### src/rtl/readout_rx_pkg.sv
// readout_rx_pkg: FSM state encoding and default widths shared by the readout RX scheduler
package readout_rx_pkg;
  localparam int INTEG_W_DEF  = 10;
  localparam int WAIT_MAX_DEF = 4;
  typedef enum logic [2:0] {S_IDLE, S_START, S_INTEG, S_FINISH, S_WAIT} state_t;
endpackage

### src/rtl/readout_rx_rr_arbiter.sv
// readout_rx_rr_arbiter: combinational round-robin pick over the pending vector
//   pending_in    : per-qubit pending bits
//   last_grant_in : previously granted qubit; search starts one above it
//   any_out       : at least one qubit pending
//   winner_out    : first pending qubit at or after last_grant_in+1 (wrapping)
module readout_rx_rr_arbiter
  import readout_rx_pkg::*;
#(
  parameter int NUM_QUBITS = 8,
  parameter int QID_W      = $clog2(NUM_QUBITS)
) (
  input  logic [NUM_QUBITS-1:0] pending_in,
  input  logic [QID_W-1:0]      last_grant_in,
  output logic                  any_out,
  output logic [QID_W-1:0]      winner_out
);
  logic [QID_W-1:0] idx;
  // Walk from the farthest candidate back to the nearest so the nearest pending qubit wins.
  always_comb begin
    any_out    = |pending_in;
    winner_out = '0;
    idx        = '0;
    for (int k = NUM_QUBITS; k >= 1; k--) begin
      idx = QID_W'((int'(last_grant_in) + k) % NUM_QUBITS);
      if (pending_in[idx]) winner_out = idx;
    end
  end
endmodule

### src/rtl/readout_rx_meas_scheduler.sv
// readout_rx_meas_scheduler: round-robin scheduler sharing one integrate/decide datapath across qubits
//   clk, rst (sync, active-low)
//   req_in / integ_len_in                 : measurement requests and integration length
//   busy_out, sel_qubit_out               : scheduler activity and routed channel
//   start_integ_out / accum_en_out        : integrator clear and enable
//   finish_count_out                      : pulse into the decision logic
//   valid_meas_result_in / meas_result_in : decision returned by the decision logic
//   result_valid_out/result_qubit_out/result_out : tagged decision strobe
//   dropped_out / timeout_out             : duplicate-request and missing-decision pulses
module readout_rx_meas_scheduler
  import readout_rx_pkg::*;
#(
  parameter int NUM_QUBITS = 8,
  parameter int QID_W      = $clog2(NUM_QUBITS),
  parameter int INTEG_W    = INTEG_W_DEF,
  parameter int WAIT_MAX   = WAIT_MAX_DEF
) (
  input  logic                  clk,
  input  logic                  rst,
  input  logic [NUM_QUBITS-1:0] req_in,
  input  logic [INTEG_W-1:0]    integ_len_in,
  output logic                  busy_out,
  output logic [QID_W-1:0]      sel_qubit_out,
  output logic                  start_integ_out,
  output logic                  accum_en_out,
  output logic                  finish_count_out,
  input  logic                  valid_meas_result_in,
  input  logic                  meas_result_in,
  output logic                  result_valid_out,
  output logic [QID_W-1:0]      result_qubit_out,
  output logic                  result_out,
  output logic                  dropped_out,
  output logic                  timeout_out
);
  localparam int WC_W = $clog2(WAIT_MAX + 1);
  state_t state_q, state_d;
  logic [NUM_QUBITS-1:0] pending_q, pending_d, grant_mask;
  logic [INTEG_W-1:0] cnt_q, cnt_d;
  logic [WC_W-1:0] wcnt_q, wcnt_d;
  logic [QID_W-1:0] sel_q, sel_d, last_q, last_d, res_qubit_q, res_qubit_d, winner;
  logic res_valid_q, res_valid_d, res_q, res_d, drop_q, drop_d, tmo_q, tmo_d;
  logic any_req, grant, wait_done;
  readout_rx_rr_arbiter #(.NUM_QUBITS(NUM_QUBITS), .QID_W(QID_W)) u_arb (
    .pending_in   (pending_q),
    .last_grant_in(last_q),
    .any_out      (any_req),
    .winner_out   (winner)
  );
  always_comb begin
    state_d     = state_q;
    cnt_d       = cnt_q;
    wcnt_d      = wcnt_q;
    sel_d       = sel_q;
    last_d      = last_q;
    grant       = 1'b0;
    wait_done   = state_q == S_WAIT && (valid_meas_result_in || wcnt_q == '0);
    res_valid_d = state_q == S_WAIT && valid_meas_result_in;
    res_qubit_d = res_valid_d ? sel_q : res_qubit_q;
    res_d       = res_valid_d ? meas_result_in : res_q;
    tmo_d       = wait_done && !valid_meas_result_in;
    case (state_q)
      S_START:  state_d = S_INTEG;
      S_INTEG: begin
        state_d = cnt_q == '0 ? S_FINISH : S_INTEG;
        cnt_d   = cnt_q == '0 ? cnt_q : cnt_q - INTEG_W'(1);
      end
      S_FINISH: begin
        state_d = S_WAIT;
        wcnt_d  = WC_W'(WAIT_MAX - 1);
      end
      S_WAIT:   wcnt_d = wait_done ? wcnt_q : wcnt_q - WC_W'(1);
      default:  state_d = state_q;
    endcase
    // A finished WAIT chains straight into the next grant, skipping IDLE.
    if ((state_q == S_IDLE || wait_done) && any_req) begin
      grant   = 1'b1;
      state_d = S_START;
      sel_d   = winner;
      last_d  = winner;
      cnt_d   = integ_len_in == '0 ? '0 : integ_len_in - INTEG_W'(1);
    end else if (wait_done) begin
      state_d = S_IDLE;
    end
    grant_mask = grant ? NUM_QUBITS'(1) << winner : '0;
    // A request landing on the grant cycle re-queues the qubit rather than being dropped.
    pending_d  = (pending_q & ~grant_mask) | req_in;
    drop_d     = |(req_in & pending_q & ~grant_mask);
  end
  always_ff @(posedge clk) begin
    if (!rst) begin
      state_q     <= S_IDLE;
      pending_q   <= '0;
      cnt_q       <= '0;
      wcnt_q      <= '0;
      sel_q       <= '0;
      last_q      <= QID_W'(NUM_QUBITS - 1);
      res_valid_q <= 1'b0;
      res_qubit_q <= '0;
      res_q       <= 1'b0;
      drop_q      <= 1'b0;
      tmo_q       <= 1'b0;
    end else begin
      state_q     <= state_d;
      pending_q   <= pending_d;
      cnt_q       <= cnt_d;
      wcnt_q      <= wcnt_d;
      sel_q       <= sel_d;
      last_q      <= last_d;
      res_valid_q <= res_valid_d;
      res_qubit_q <= res_qubit_d;
      res_q       <= res_d;
      drop_q      <= drop_d;
      tmo_q       <= tmo_d;
    end
  end
  assign busy_out         = state_q != S_IDLE;
  assign start_integ_out  = state_q == S_START;
  assign accum_en_out     = state_q == S_INTEG;
  assign finish_count_out = state_q == S_FINISH;
  assign sel_qubit_out    = sel_q;
  assign result_valid_out = res_valid_q;
  assign result_qubit_out = res_qubit_q;
  assign result_out       = res_q;
  assign dropped_out      = drop_q;
  assign timeout_out      = tmo_q;
endmodule

### config.mk
export PLATFORM = sky130hd
export DESIGN_NAME = readout_rx_meas_scheduler
export DESIGN_NICKNAME = d
export VERILOG_FILES = /design/src/rtl/readout_rx_pkg.sv /design/src/rtl/readout_rx_rr_arbiter.sv /design/src/rtl/readout_rx_meas_scheduler.sv
export SDC_FILE = /design/constraint.sdc
export NUM_CORES = 1
export LEC_CHECK = 0
export BUFFER_PORTS_ARGS = -buffer_cell sky130_fd_sc_hd__buf_2
export CAP_MARGIN = 20
export CORE_MARGIN = 10
export CORE_UTILIZATION = 60
export CTS_BUF_LIST = sky130_fd_sc_hd__clkbuf_2 sky130_fd_sc_hd__clkbuf_4 sky130_fd_sc_hd__clkbuf_8
export DETAILED_ROUTE_END_ITERATION = 16
export PLACE_DENSITY = 0.82
export SKIP_CTS_REPAIR_TIMING = 1
export SLEW_MARGIN = 25
export SYNTH_ARGS = -nofsm -noshare
export SYNTH_HDL_FRONTEND = slang
export SYNTH_SLANG_ARGS = --single-unit
### constraint.sdc
create_clock -name clk -period 5.8 [get_ports clk]
set_clock_uncertainty 0.15 [all_clocks]
set_input_delay 1.45 -clock clk [delete_from_list [all_inputs] [get_ports clk]]
set_output_delay 1.45 -clock clk [all_outputs]
set_load 0.1 [all_outputs]
# ---- After elaboration in Yosys (flattened, before gate mapping)
# Index checks and enable logic that the tools add are counted.
dict set report word_totals {
  regBits 37
  input_bits 22
  output_inout_bits 14
  elab_cells 101
}
dict set report classes {
  n_addsub 11
  magnitude_cmp 8
  eq_ne 6
  n_shift 1
  mux 36
  bitwise_logic 6
  n_reduce_logical 21
}
# cell count
set op_table {}
lappend op_table {{10-bit 2-to-1 mux} 4}
lappend op_table {{3-bit by 4-bit < comparator with 1-bit output, second input constant} 8}
lappend op_table {{3-bit 2-to-1 mux} 9}
lappend op_table {{8-bit AND} 3}
lappend op_table {{1-bit binary-select mux with 3-bit select} 8}
lappend op_table {{10-bit zero test} 2}
lappend op_table {{10-bit by 1-bit subtractor with 10-bit output, second input constant} 2}
lappend op_table {{8-bit OR reduction} 2}
lappend op_table {{3-bit adder, second input constant} 4}
lappend op_table {{1-bit 2-to-1 mux} 12}
lappend op_table {{3-bit one-hot mux with 3 select lines} 1}
lappend op_table {{8-bit 2-to-1 mux} 1}
lappend op_table {{8-bit inverter} 1}
lappend op_table {{8-bit bitwise OR} 1}
lappend op_table {{1-bit by 3-bit left shift with 8-bit output, first input constant} 1}
lappend op_table {{3-bit by 1-bit adder with 3-bit output, second input constant} 2}
lappend op_table {{3-bit by 2-bit adder with 3-bit output, second input constant} 2}
lappend op_table {{3-bit by 2-bit == test with 1-bit output, second input constant} 2}
lappend op_table {{3-bit zero test} 2}
lappend op_table {{3-bit one-hot mux with 2 select lines} 1}
lappend op_table {{3-bit nonzero test} 2}
lappend op_table {{5-bit nonzero test} 1}
lappend op_table {{1-bit logical AND} 4}
lappend op_table {{2-bit AND reduction} 2}
lappend op_table {{other kinds (10)} 12}

# ---- Depth between registers and ports, before layout
# Gate-level depths: netlist of the first run.
dict set report depth {
  word_depth 16
  depth_mapped 15
}

# ---- Modules after synthesis
# Synthesis of the first run repeated with hierarchy kept, for this count alone.
dict set report unflattened {
  hier_cells 327
  area_unflattened_um2 2730.1
}
# mod n_inst cells_per_inst area_per_inst_um2 seq_area_each_um2
set by_module_without_submodules {}
lappend by_module_without_submodules {readout_rx_meas_scheduler 1 228 1909.3 740.7}
lappend by_module_without_submodules {readout_rx_rr_arbiter 1 99 820.8 0.0}

# ---- Worst setup path after synthesis of the first run
# No wires, ideal clock.
dict set report synth_timing {
  path_type {flip-flop to output port}
  start {register state_q[0]}
  end {output port start_integ_out}
  arrival_time_ns 2.802
  required_time_ns 4.200
  setup_slack_ns 1.398
  stages_incl_launch_ff 4
  path_cell_list {dfxtp_1 clkbuf_1 inv_1 nor3_1}
}
dict set report synth_between {
  elab_chain_cells 1
}
# element line_no
set synth_rtl {}
lappend synth_rtl {{start: declaration} readout_rx_meas_scheduler.sv:36} ;# state_t state_q, state_d;
lappend synth_rtl {{start signal: assignment} readout_rx_meas_scheduler.sv:103} ;# state_q <= state_d;
lappend synth_rtl {{3-bit by 1-bit == test with 1-bit output} readout_rx_meas_scheduler.sv:117} ;# assign start_integ_out = state_q == S_START;
lappend synth_rtl {{end: declaration} readout_rx_meas_scheduler.sv:24} ;# output logic start_integ_out,
# No other way between the ends.

# ---- Final worst setup path of the first run
dict set report layout_timing {
  start {register last_q[1]}
  end {register drop_q, in the netlist dropped_out}
}
dict set report layout_between {
  elab_chain_cells 16
}
# element line_no
set layout_rtl {}
lappend layout_rtl {{start: declaration} readout_rx_meas_scheduler.sv:40} ;# logic [QID_W-1:0] sel_q, sel_d, last_q, last_d, res_qubit_q, res_qubit_d, winner;
lappend layout_rtl {{start signal: assignment} readout_rx_meas_scheduler.sv:96} ;# last_q <= QID_W'(NUM_QUBITS - 1);
lappend layout_rtl {{start signal: assignment} readout_rx_meas_scheduler.sv:108} ;# last_q <= last_d;
lappend layout_rtl {{3-bit by 1-bit adder with 3-bit output} readout_rx_rr_arbiter.sv:24} ;# idx = QID_W'((int'(last_grant_in) + k) % NUM_QUBITS);
lappend layout_rtl {{1-bit binary-select mux with 3-bit select} readout_rx_rr_arbiter.sv:25} ;# if (pending_in[idx]) winner_out = idx;
lappend layout_rtl {{1-bit 2-to-1 mux (implied by the code)} readout_rx_rr_arbiter.sv:25}
lappend layout_rtl {{3-bit 2-to-1 mux (7 in a row)} readout_rx_rr_arbiter.sv:25}
lappend layout_rtl {{3-bit 2-to-1 mux *} readout_rx_rr_arbiter.sv:25}
lappend layout_rtl {{1-bit by 3-bit left shift with 8-bit output *} readout_rx_meas_scheduler.sv:84} ;# grant_mask = grant ? NUM_QUBITS'(1) << winner : '0;
lappend layout_rtl {{8-bit 2-to-1 mux *} readout_rx_meas_scheduler.sv:84}
lappend layout_rtl {{8-bit inverter *} readout_rx_meas_scheduler.sv:87} ;# drop_d = |(req_in & pending_q & ~grant_mask);
lappend layout_rtl {{8-bit AND *} readout_rx_meas_scheduler.sv:87}
lappend layout_rtl {{8-bit OR reduction *} readout_rx_meas_scheduler.sv:87}
lappend layout_rtl {{end signal: assignment} readout_rx_meas_scheduler.sv:112} ;# drop_q <= drop_d;
lappend layout_rtl {{end: declaration} readout_rx_meas_scheduler.sv:41} ;# logic res_valid_q, res_valid_d, res_q, res_d, drop_q, drop_d, tmo_q, tmo_d;
# Mark *: on every way between the ends. The rest lies on a longest branch, timed or not. The select of a mux whose other input is x is not followed.
# A chain may end at the register's enable or synchronous reset.

==> results by group, run 1 <==
Status
  • Status: complete, no violations

Final layout
  • Layout Utilization: 67.76%
  • Area grow syn2layout: 8.148%
  • Nets: around 420
  • Inserted Diodes: 0
  • Finished Layout Cells: between 400 and 500
  • Fillers: approximately 410
  • Share of cells above drive strength 1: between 10% and 20%
  • Post-route cell area: about 0.0032 mm²

Critical path
  • Worst-path fanout max: 21
  • Reg2reg end: dropped_out
  • Crit-path slowest cell: dfxtp_1
  • Crit path DAT: between 4 and 5 ns
  • Crit path max-delay family: compound AO/OA/AOI/OAI gates
  • Worst path max stage delay: roughly 0.81 ns
  • Critical path class: reg -> reg
  • Setup crit start: last_q[1]
  • CP required: roughly 5.8 ns
  • RR Startpoint: last_q[1]
  • CP endpoint: dropped_out
  • Reg2Reg Depth: 11
  • Startpoint Class: flip-flop
  • Crit path capture type: flip-flop
  • R2R Setup Slk: about 1.2 ns
  • Worst Path Buf+Inv: 1
  • Sequence of cells on the critical path: inv_1 -> ha_1 -> mux2_2 -> mux4_2 -> nand2_1 -> o311ai_2 -> a211oi_4 -> nor3b_2 -> a31oi_1 -> a311oi_1 -> a41oi_1
  • CP Depth: 11

Synth
  • Synth Area in XOR/XNOR: around 3.2%
  • Number of flops mapped to enable cells by yosys: 0
  • Complex-gate fraction of the synthesized area: a little under a quarter
  • Share of synthesized registers carrying an async set or reset: 0%
  • Post-Syn Nets: around 400
  • Post-synthesis sequential area ratio: between 20% and 30%
  • Dominant cell by count in the synthesized netlist: nor2_1
  • Synth top cells by count: nor2_1, dfxtp_1, a21oi_1
  • Post-synth top area share: 24.86%
  • Syn Area/Cell: between 7 and 8 µm²
  • Yosys reg bits: 37
  • Largest family of logic cells by synthesized area: compound AO/OA/AOI/OAI gates
  • Yosys warns: 0
  • Post-Syn Instances: 378
  • Mux contribution to synthesized area: between 10% and 20%
  • Synth area leader: dfxtp_1
  • Synth Cell Area: approximately 0.0030 mm²
  • Adder-Cell Fraction of Synth Area: 2.520%
  • Top post-synthesis cells by area: dfxtp_1, mux4_2, mux2i_1, nor2_1, a21oi_1
  • Predominant post-synthesis flop cell: dfxtp_1
  • Post-Synth Simple-Gate Area: about a fifth
  • Post-synth cell types: between 50 and 60

Min path
  • Hold/Removal Path Class: reg -> reg
  • Hold Crit Depth: 2

Global routing
  • Initial antenna violation count: 0
  • Vias in the first global route: 2742
  • First-pass GRT wire length: ~13000 µm
  • Overall Global Routing Usage: between 15 and 20%
  • Largest net degree at the start of global routing: 23
  • Grt total ovfl: 0

Floorplanning
  • Starting utilization of the core area: between 60% and 70%
  • Site Rows: 25
  • Die Ht: 90.47 µm
  • Core area: 0.004755 mm²
  • DIE WIDTH: 90.47 µm
  • Die Area: slightly above 0.008 mm²
  • Top Ports: 36

Drt
  • Drt via density: 6.304
  • DR pass1 iterations: 5
  • Post-Route WL: between 7000 and 8000 µm
  • DRC viols: 0
  • DR vias: 2906
  • 1st-iter DRT viols: ~180
  • Routed wire per std cell: 16.48 µm
  • Antenna-violating nets left: 0

Run
  • # Max-Cap Violations: 0

Timing
  • Fin. max-slew vios: 0
  • Hold Fails Final Rpt: 0
  • Setup ws final: between 1 and 1.5 ns
  • Tightest Pin Transition: roughly 0.75 ns
  • Final min period: 4.601 ns
  • RSZ-0062 raised after global routing: no
  • Worst hold slack: between 0.3 and 0.4 ns
  • Fmax: about 220 MHz
  • Setup TNS: 0 ns
  • Setup-failing EPs final: 0
  • Final worst-path cycle share: just under 80%
  • Relative slew slack: about half

Clocking
  • Skew-Pair Late Insertion Delay: between 0.2 and 0.3 ns
  • CTS tree: done
  • H-tree Lvls: 2
  • Total CTS buffers: 5
  • Clock transition at path regs: 0.08 ns
  • CTS Sinks: 37
  • Root Driver: clkbuf_8
  • CTS Buffer Depth: 2

Place
  • Dpl cell area: 0.003107 mm²
  • Placed cell count: roughly 450
  • Pre-CTS setup slack: around 1.3 ns
  • Detailed Place HPWL: roughly 5600 µm
  • IO Port Bufs: 35
  • GP Congestion: ~0.95

Pwr
  • Peak supply drop: 0.0003674 V
  • Sequential group share of total power: a little over a fifth
  • Total leakage power: ~1.3 nW
  • Overall power: between 1.5 and 2 mW
  • Cell area power density: just under 600 mW/mm²
  • Combinational fraction of design power: about 66%
  • Clk pwr share: 12.0%
  • Int Pwr: between 0.9 and 1 mW
  • Sw frac: between 50% and 60%
  • Sw power: between 0.9 and 1 mW
-- cell usage in the layout (no fill, tap or decap), types with 5 or more instances in the layout --
master	synthesis	layout
nor2_1	45	45
dfxtp_1	37	37
buf_2	6	35
a21oi_1	32	32
nand2_1	29	29
o21ai_0	26	25
inv_1	20	20
mux2i_1	17	17
a31oi_1	11	11
nor3_1	10	10
mux2_2	10	10
nand3_1	8	8
mux4_2	8	8
xnor2_1	6	6
and2_1	6	6
ha_1	6	6
xor2_1	5	5
nand3b_1	5	5
clkbuf_8	0	5
-- state kept, by name, indices dropped and copies added (netlist names), 3 cells and up --
register and cells:
cnt_q 10, sel_qubit_out 3, wcnt_q 3, pending_q 8
result_qubit_out 3, state_q 3, last_q 3
-- cells by family (layout without fill, tap and decap cells) --
kind of cell / Yosys count / in the layout
AND/OR/NAND/NOR: 129 / 129
adder cells (fa/ha/maj): 6 / 6
AO/OA/AOI/OAI: 105 / 105
XOR/XNOR: 11 / 11
buffers and inverters: 52 / 68
flip-flops: 37 / 37
multiplexers: 38 / 38
-- routing by layer --
| metal | global-route usage [%] | wire [µm] | vias up |
|---|---|---|---|
| met5 | 0 | 0 | - |
| li1 | - | - | 1400 |
| met2 | 31.67 | 3844 | 115 |
| met3 | 3.076 | 414 | 10 |
| met4 | 5.305 | 61 | 0 |
| met1 | 21.58 | 3276 | 1381 |
-- worst register-to-register path, cell delays in order (launching register included) --
cell,delay [ns]
dfxtp_1,0.81
inv_1,0.30
ha_1,0.77
mux2_2,0.43
mux4_2,0.53
nand2_1,0.13
o311ai_2,0.14
a211oi_4,0.40
nor3b_2,0.32
a31oi_1,0.12
a311oi_1,0.25
a41oi_1,0.14
-- final cells by class --
type	count	area, µm²	area share [%]
clock buffer	5	68.82	2.136
clock inverter	3	46.29	1.437
inverter	23	86.33	2.680
multi-input combinational	289	2006	62.25
sequential	37	740.7	22.99
tap	67	83.83	2.602
timing repair buffer	37	190.2	5.903
-- how the worst min path moves through the flow --
| stage | start | end |
|---|---|---|
| floorplan | wcnt_q[2] | wcnt_q[2] |
| CTS | wcnt_q[2] | wcnt_q[2] |
| finish | wcnt_q[2] | wcnt_q[2] |
| detailed placement | cnt_q[9] | cnt_q[9] |
| global route | sel_qubit_out[1] | sel_qubit_out[1] |
| global placement | result_out | result_out |
-- power groups by stage --
stage	Combinational, mW	Clock, mW	Sequential [mW]
after floorplan	1.03	0	0.415
after CTS	1.23	0.231	0.406
after global routing	1.35	0.242	0.418
after detailed placement	1.22	0	0.411
final	1.24	0.226	0.409
after global placement	1.19	0	0.411
Note: power is estimated with default switching activity, not from simulation.
==> inputs of run 2 (changes only) <==
==> constraint.sdc (replaced) <==
create_clock -name clk -period 4.6 [get_ports clk]
set_clock_uncertainty 0.15 [all_clocks]
set_input_delay 1.15 -clock clk [delete_from_list [all_inputs] [get_ports clk]]
set_output_delay 1.15 -clock clk [all_outputs]
set_load 0.1 [all_outputs]
==> results by group, run 2 (same netlist as run 1, synthesis figures left out) <==
Floorplanning
  • DIE WIDTH: roughly 90 µm
  • Site Rows: 25
  • Starting utilization of the core area: 62.66%
  • Die Area: 0.008184 mm²
  • Die Ht: 90.47 µm
  • Top Ports: 36
  • Core area: about 0.0048 mm²

Clocking
  • CTS Buffer Depth: 2
  • CTS tree: done
  • H-tree Lvls: 2
  • Root Driver: clkbuf_8
  • Skew-Pair Late Insertion Delay: 0.30 ns
  • Total CTS buffers: 5
  • CTS Sinks: 37
  • Clock transition at path regs: ~0.080 ns

Place
  • Detailed Place HPWL: 5283 µm
  • GP Congestion: roughly 0.88
  • IO Port Bufs: 35

Pwr
  • Peak supply drop: between 0.0004 and 0.0005 V
  • Cell area power density: between 700 and 800 mW/mm²
  • Sequential group share of total power: 21.6%
  • Sw power: about 1.2 mW
  • Total leakage power: roughly 1.3 nW
  • Int Pwr: between 1 and 1.5 mW
  • Sw frac: between 50% and 60%
  • Combinational fraction of design power: roughly two thirds
  • Clk pwr share: ~10%

Min path
  • Hold Crit Depth: 2
  • Hold/Removal Path Class: reg -> reg

Drt
  • DR pass1 iterations: 4
  • DRC viols: 0
  • Post-Route WL: 7371 µm
  • Drt via density: a little over 6
  • Antenna-violating nets left: 0
  • 1st-iter DRT viols: 254
  • Routed wire per std cell: 15.99 µm
  • DR vias: roughly 2800

Global routing
  • Grt total ovfl: 0
  • Vias in the first global route: between 2000 and 3000
  • Overall Global Routing Usage: between 10% and 20%
  • Initial antenna violation count: 0
  • Largest net degree at the start of global routing: 22
  • First-pass GRT wire length: approximately 13000 µm

Timing
  • Final min period: ~3.8 ns
  • Worst hold slack: between 0.3 and 0.4 ns
  • Fin. max-slew vios: 0
  • Relative slew slack: 35.39%
  • Fmax: around 260 MHz
  • Setup TNS: 0 ns
  • Final worst-path cycle share: 82.43%
  • RSZ-0062 raised after global routing: no
  • Tightest Pin Transition: between 0.9 and 1 ns
  • Hold Fails Final Rpt: 0
  • Setup-failing EPs final: 0

Final layout
  • Share of cells above drive strength 1: 18.53%
  • Max FFs per register: 10
  • Area grow syn2layout: 7.560%
  • Layout Utilization: about two thirds
  • Most common cell after layout, fill and taps aside: nor2_1
  • Fillers: about 420
  • Most frequent cells in the layout: nor2_1, dfxtp_1, buf_2
  • Regs by FF count: cnt_q x10, pending_q x8
  • Inserted Diodes: 0
  • Top reg by flops: cnt_q
  • Nets: around 420

Critical path
  • Crit path DAT: between 3 and 4 ns
  • Crit path capture type: flip-flop
  • CP required: around 4.6 ns
  • Critical path class: reg -> reg
  • Worst-path fanout max: 16
  • Startpoint Class: flip-flop
  • Reg2Reg Depth: 11

Run
  • # Max-Cap Violations: 0

Status
  • Status: complete, no violations
run 2: per-stage QoR:
step / worst slack (ns) / cell area (µm²) / std cells / total power, mW
floorplan: 0.4984 / 2979 / 378 / 1.828
global placement: 0.9533 / 3114 / 454 / 2.017
detailed placement: 0.8403 / 3114 / 454 / 2.044
CTS: 0.7950 / 3204 / 461 / 2.287
global route: 0.4617 / 3204 / 461 / 2.497
finish: 0.8081 / 3204 / 461 / 2.304
run 2: final timing paths:
kind | startpoint | slack [ns] | end
worst max-delay path | last_q[1] | 0.81 | dropped_out
worst max register to register | last_q[1] | 0.81 | dropped_out
worst min register to register | wcnt_q[2] | 0.34 | wcnt_q[2]
worst min-delay path | wcnt_q[2] | 0.34 | wcnt_q[2]
run 2: final cells by class:
class                           instances  area, µm²  area share [%]
Multi-Input combinational cell        289       2006           62.59
Sequential cell                        37      740.7           23.12
Timing Repair Buffer                   38      197.7           6.169
Inverter                               23      86.33           2.694
Tap cell                               67      83.83           2.616
Clock buffer                            6      82.58           2.577
Clock inverter                          1      7.507          0.2343
run 2: power groups by stage:
stage               logic, mW  registers (mW)  clock network, mW
finish                   1.57           0.498              0.235
global route             1.73           0.510              0.254
CTS                      1.56           0.495              0.238
detailed placement       1.54           0.501                  0
global placement         1.52           0.499                  0
floorplan                1.30           0.524                  0
run 2: worst max-delay path, stage by stage, from the launching register on:
cell and delay (ns):
dfxtp_1 0.34, inv_1 0.12, ha_1 0.67, mux2_2 0.41, mux2i_1 0.28, a21oi_1 0.07
a221o_1 0.36, a311oi_2 0.38, and2_1 0.32, nand3b_1 0.13, a311oi_1 0.29, a41oi_1 0.14
run 2: layer usage:
layer	share of wire [%]	GRT usage, %
met5	0	0
met2	49	30.77
met1	44	22.15
met4	0.76	5.438
met3	6.2	3.242
==> inputs of run 3 (changes only) <==
--- a/config.mk
+++ b/config.mk
@@ -5,13 +5,14 @@
 export SDC_FILE = /design/constraint.sdc
 export NUM_CORES = 1
 export LEC_CHECK = 0
+export ABC_AREA = 1
 export BUFFER_PORTS_ARGS = -buffer_cell sky130_fd_sc_hd__buf_2
 export CAP_MARGIN = 20
 export CORE_MARGIN = 10
 export CORE_UTILIZATION = 60
 export CTS_BUF_LIST = sky130_fd_sc_hd__clkbuf_2 sky130_fd_sc_hd__clkbuf_4 sky130_fd_sc_hd__clkbuf_8
 export DETAILED_ROUTE_END_ITERATION = 16
-export PLACE_DENSITY = 0.82
+export PLACE_DENSITY = 0.83
 export SKIP_CTS_REPAIR_TIMING = 1
 export SLEW_MARGIN = 25
 export SYNTH_ARGS = -nofsm -noshare
==> constraint.sdc (replaced) <==
create_clock -name clk -period 3.6 [get_ports clk]
set_clock_uncertainty 0.15 [all_clocks]
set_input_delay 0.9 -clock clk [delete_from_list [all_inputs] [get_ports clk]]
set_output_delay 0.9 -clock clk [all_outputs]
set_load 0.1 [all_outputs]
==> results by group, run 3 <==
Place
  • Detailed Place HPWL: about 5000 µm
  • Dpl cell area: about 0.0028 mm²
  • GP Congestion: ~0.94
  • IO Port Bufs: 35

Floorplanning
  • DIE WIDTH: ~86 µm
  • Site Rows: 23
  • Core area: just over 0.004 mm²
  • Top Ports: 36
  • Die Ht: roughly 86 µm
  • Die Area: 0.007356 mm²
  • Starting utilization of the core area: between 60 and 70%

Final layout
  • Inserted Diodes: 0
  • Area grow syn2layout: 10.75%
  • Share of cells above drive strength 1: between 10% and 20%
  • Top reg by flops: cnt_q
  • Most common cell after layout, fill and taps aside: nand2_1
  • Max FFs per register: 10
  • Fillers: 360
  • Regs by FF count: cnt_q x10, pending_q x8
  • Post-route cell area: between 0.002 and 0.003 mm²
  • Nets: approximately 470
  • Most frequent cells in the layout: nand2_1, inv_1, nand3_1

Synth
  • Post-synthesis sequential area ratio: about 29%
  • Yosys warns: 0
  • Yosys reg bits: 37
  • Post-Syn Instances: between 400 and 500
  • Share of synthesized registers carrying an async set or reset: 0%
  • Predominant post-synthesis flop cell: dfxtp_1
  • Synth Cell Area: approximately 0.0026 mm²
  • Synth area leader: dfxtp_1
  • Number of flops mapped to enable cells by yosys: 0
  • Syn Area/Cell: approximately 6.4 µm²
  • Post-synth cell types: 38
  • Post-Syn Nets: around 430
  • Post-synth top area share: between 20% and 30%
  • Synth top cells by count: nand2_1, inv_1, nand3_1
  • Top post-synthesis cells by area: dfxtp_1, nand2_1, nand3_1, inv_1, a21oi_1
  • Dominant cell by count in the synthesized netlist: nand2_1

Timing
  • RSZ-0062 raised after global routing: no
  • Final worst-path cycle share: a little over 80%
  • Final min period: roughly 3.0 ns
  • Setup-failing EPs final: 0
  • Tightest Pin Transition: between 0.6 and 0.7 ns
  • Relative slew slack: between 50% and 60%
  • Hold Fails Final Rpt: 0
  • Fmax: 334.3 MHz
  • Fin. max-slew vios: 0
  • Setup TNS: 0 ns
  • Worst hold slack: roughly 0.31 ns

Min path
  • Hold/Removal Path Class: reg -> reg
  • Hold Crit Depth: 2
  • Worst Hold End: result_qubit_out[0]
  • HP Start: result_qubit_out[0]

Drt
  • Post-Route WL: about 6500 µm
  • Routed wire per std cell: 13.22 µm
  • DR pass1 iterations: 5
  • Drt via density: about 5.5
  • 1st-iter DRT viols: 192
  • DRC viols: 0
  • DR vias: 2709
  • Antenna-violating nets left: 0

Clocking
  • Root Driver: clkbuf_8
  • Skew-Pair Late Insertion Delay: ~0.3 ns
  • CTS Buffer Depth: 2
  • CTS tree: done
  • Clock transition at path regs: 0.08 ns
  • CTS Sinks: 37
  • H-tree Lvls: 2
  • Total CTS buffers: 5

Status
  • Status: complete, no violations

Pwr
  • Peak supply drop: approximately 0.00046 V
  • Total leakage power: 1.477 nW
  • Cell area power density: roughly 1000 mW/mm²
  • Overall power: approximately 2.9 mW

Global routing
  • First-pass GRT wire length: approximately 11000 µm
  • Grt total ovfl: 0
  • Initial antenna violation count: 0
  • Overall Global Routing Usage: around 18%
  • Vias in the first global route: 2572
  • Largest net degree at the start of global routing: 23

Critical path
  • Worst path max stage delay: ~0.63 ns
  • Crit path DAT: 2.99 ns
  • Worst-path fanout max: 10
  • Critical path class: reg -> reg
  • RR Startpoint: last_q[1]
  • Crit path capture type: flip-flop
  • Reg2Reg Depth: 15
  • Crit path max-delay family: simple AND/OR/NAND/NOR gates
  • Crit-path slowest cell: dfxtp_1
  • Worst Path Buf+Inv: 4
  • Reg2reg end: dropped_out
  • CP required: 3.60 ns
  • R2R Setup Slk: 0.61 ns
  • Sequence of cells on the critical path: inv_4 -> ha_1 -> inv_1 -> nand3_1 -> nand3_1 -> nand2_1 -> inv_2 -> nor2_1 -> inv_1 -> nand2_4 -> nand3_1 -> nand2_1 -> nand2_1 -> nor2_1 -> a21oi_1
  • Startpoint Class: flip-flop

Run
  • # Max-Cap Violations: 0
[run 3: changes by cell type after synthesis, moves of 13 or more]
cell      change
clkbuf_1     -14
inv_1        +32
mux2i_1      -17
nand3_1      +36
nor2_1       -13
nand2_1      +74
[run 3: worst reg2reg max path, cell delays in order (launching register included)]
cell	delay [ns]
dfxtp_1	0.63
inv_4	0.13
ha_1	0.40
inv_1	0.16
nand3_1	0.16
nand3_1	0.15
nand2_1	0.17
inv_2	0.05
nor2_1	0.23
inv_1	0.12
nand2_4	0.10
nand3_1	0.10
nand2_1	0.08
nand2_1	0.04
nor2_1	0.10
a21oi_1	0.07
[run 3: logic make-up after synthesis]
family,Yosys count,synth area share [%]
adders and majority gates,6,2.893
xor gates and xnor gates,10,3.375
AOI/OAI and AO/OA,71,16.78
DFF,37,28.54
and+or+nand+nor,210,36.84
buffers and inverters,72,11.57
[run 3: cell type report]
cell class                      instances  area [µm²]  share of cell area, %
Clock buffer                            6       82.58                  2.873
Clock inverter                          2       13.76                 0.4789
Inverter                               62       237.7                  8.272
Multi-Input combinational cell        297        1554                  54.07
Sequential cell                        37       740.7                  25.77
Tap cell                               50       62.56                  2.177
Timing Repair Buffer                   36       182.7                  6.356
[run 3: worst max-delay path by stage]
stage / startpoint / to / slack, ns / depth (start not counted)
global placement: integ_len_in[0] / cnt_q[6] / 0.68 / 11
floorplan: state_q[0] / start_integ_out / 0.08 / 2
finish: last_q[1] / dropped_out / 0.61 / 15
detailed placement: integ_len_in[0] / cnt_q[6] / 0.66 / 11
CTS: last_q[1] / dropped_out / 0.66 / 20
global route: last_q[1] / dropped_out / 0.32 / 18
[run 3: layer usage]
| metal | routed length, µm | track usage (%) | up-vias |
|---|---|---|---|
| met4 | 94 | 6.737 | 0 |
| met1 | 2828 | 20.21 | 1227 |
| met5 | 0 | 0 | - |
| met2 | 3277 | 31.95 | 79 |
| met3 | 277 | 3.311 | 10 |
| li1 | - | - | 1393 |
[run 3: per-stage QoR]
| stage | util, % | instances | setup slack [ns] |
|---|---|---|---|
| 2_1_floorplan | - | 406 | 0.08003 |
| 3_3_place_gp | 67.97 | 482 | 0.6839 |
| 3_5_place_dp | 67.97 | 482 | 0.6551 |
| 4_1_cts | 70.33 | 490 | 0.6637 |
| 5_1_grt | 70.33 | 490 | 0.3245 |
| 6_report | 70.33 | 490 | 0.6090 |
[run 3: where the power goes]
group	internal, mW	switching [mW]
clock	0.155	0.160
combinational	0.604	1.35
sequential	0.495	0.111
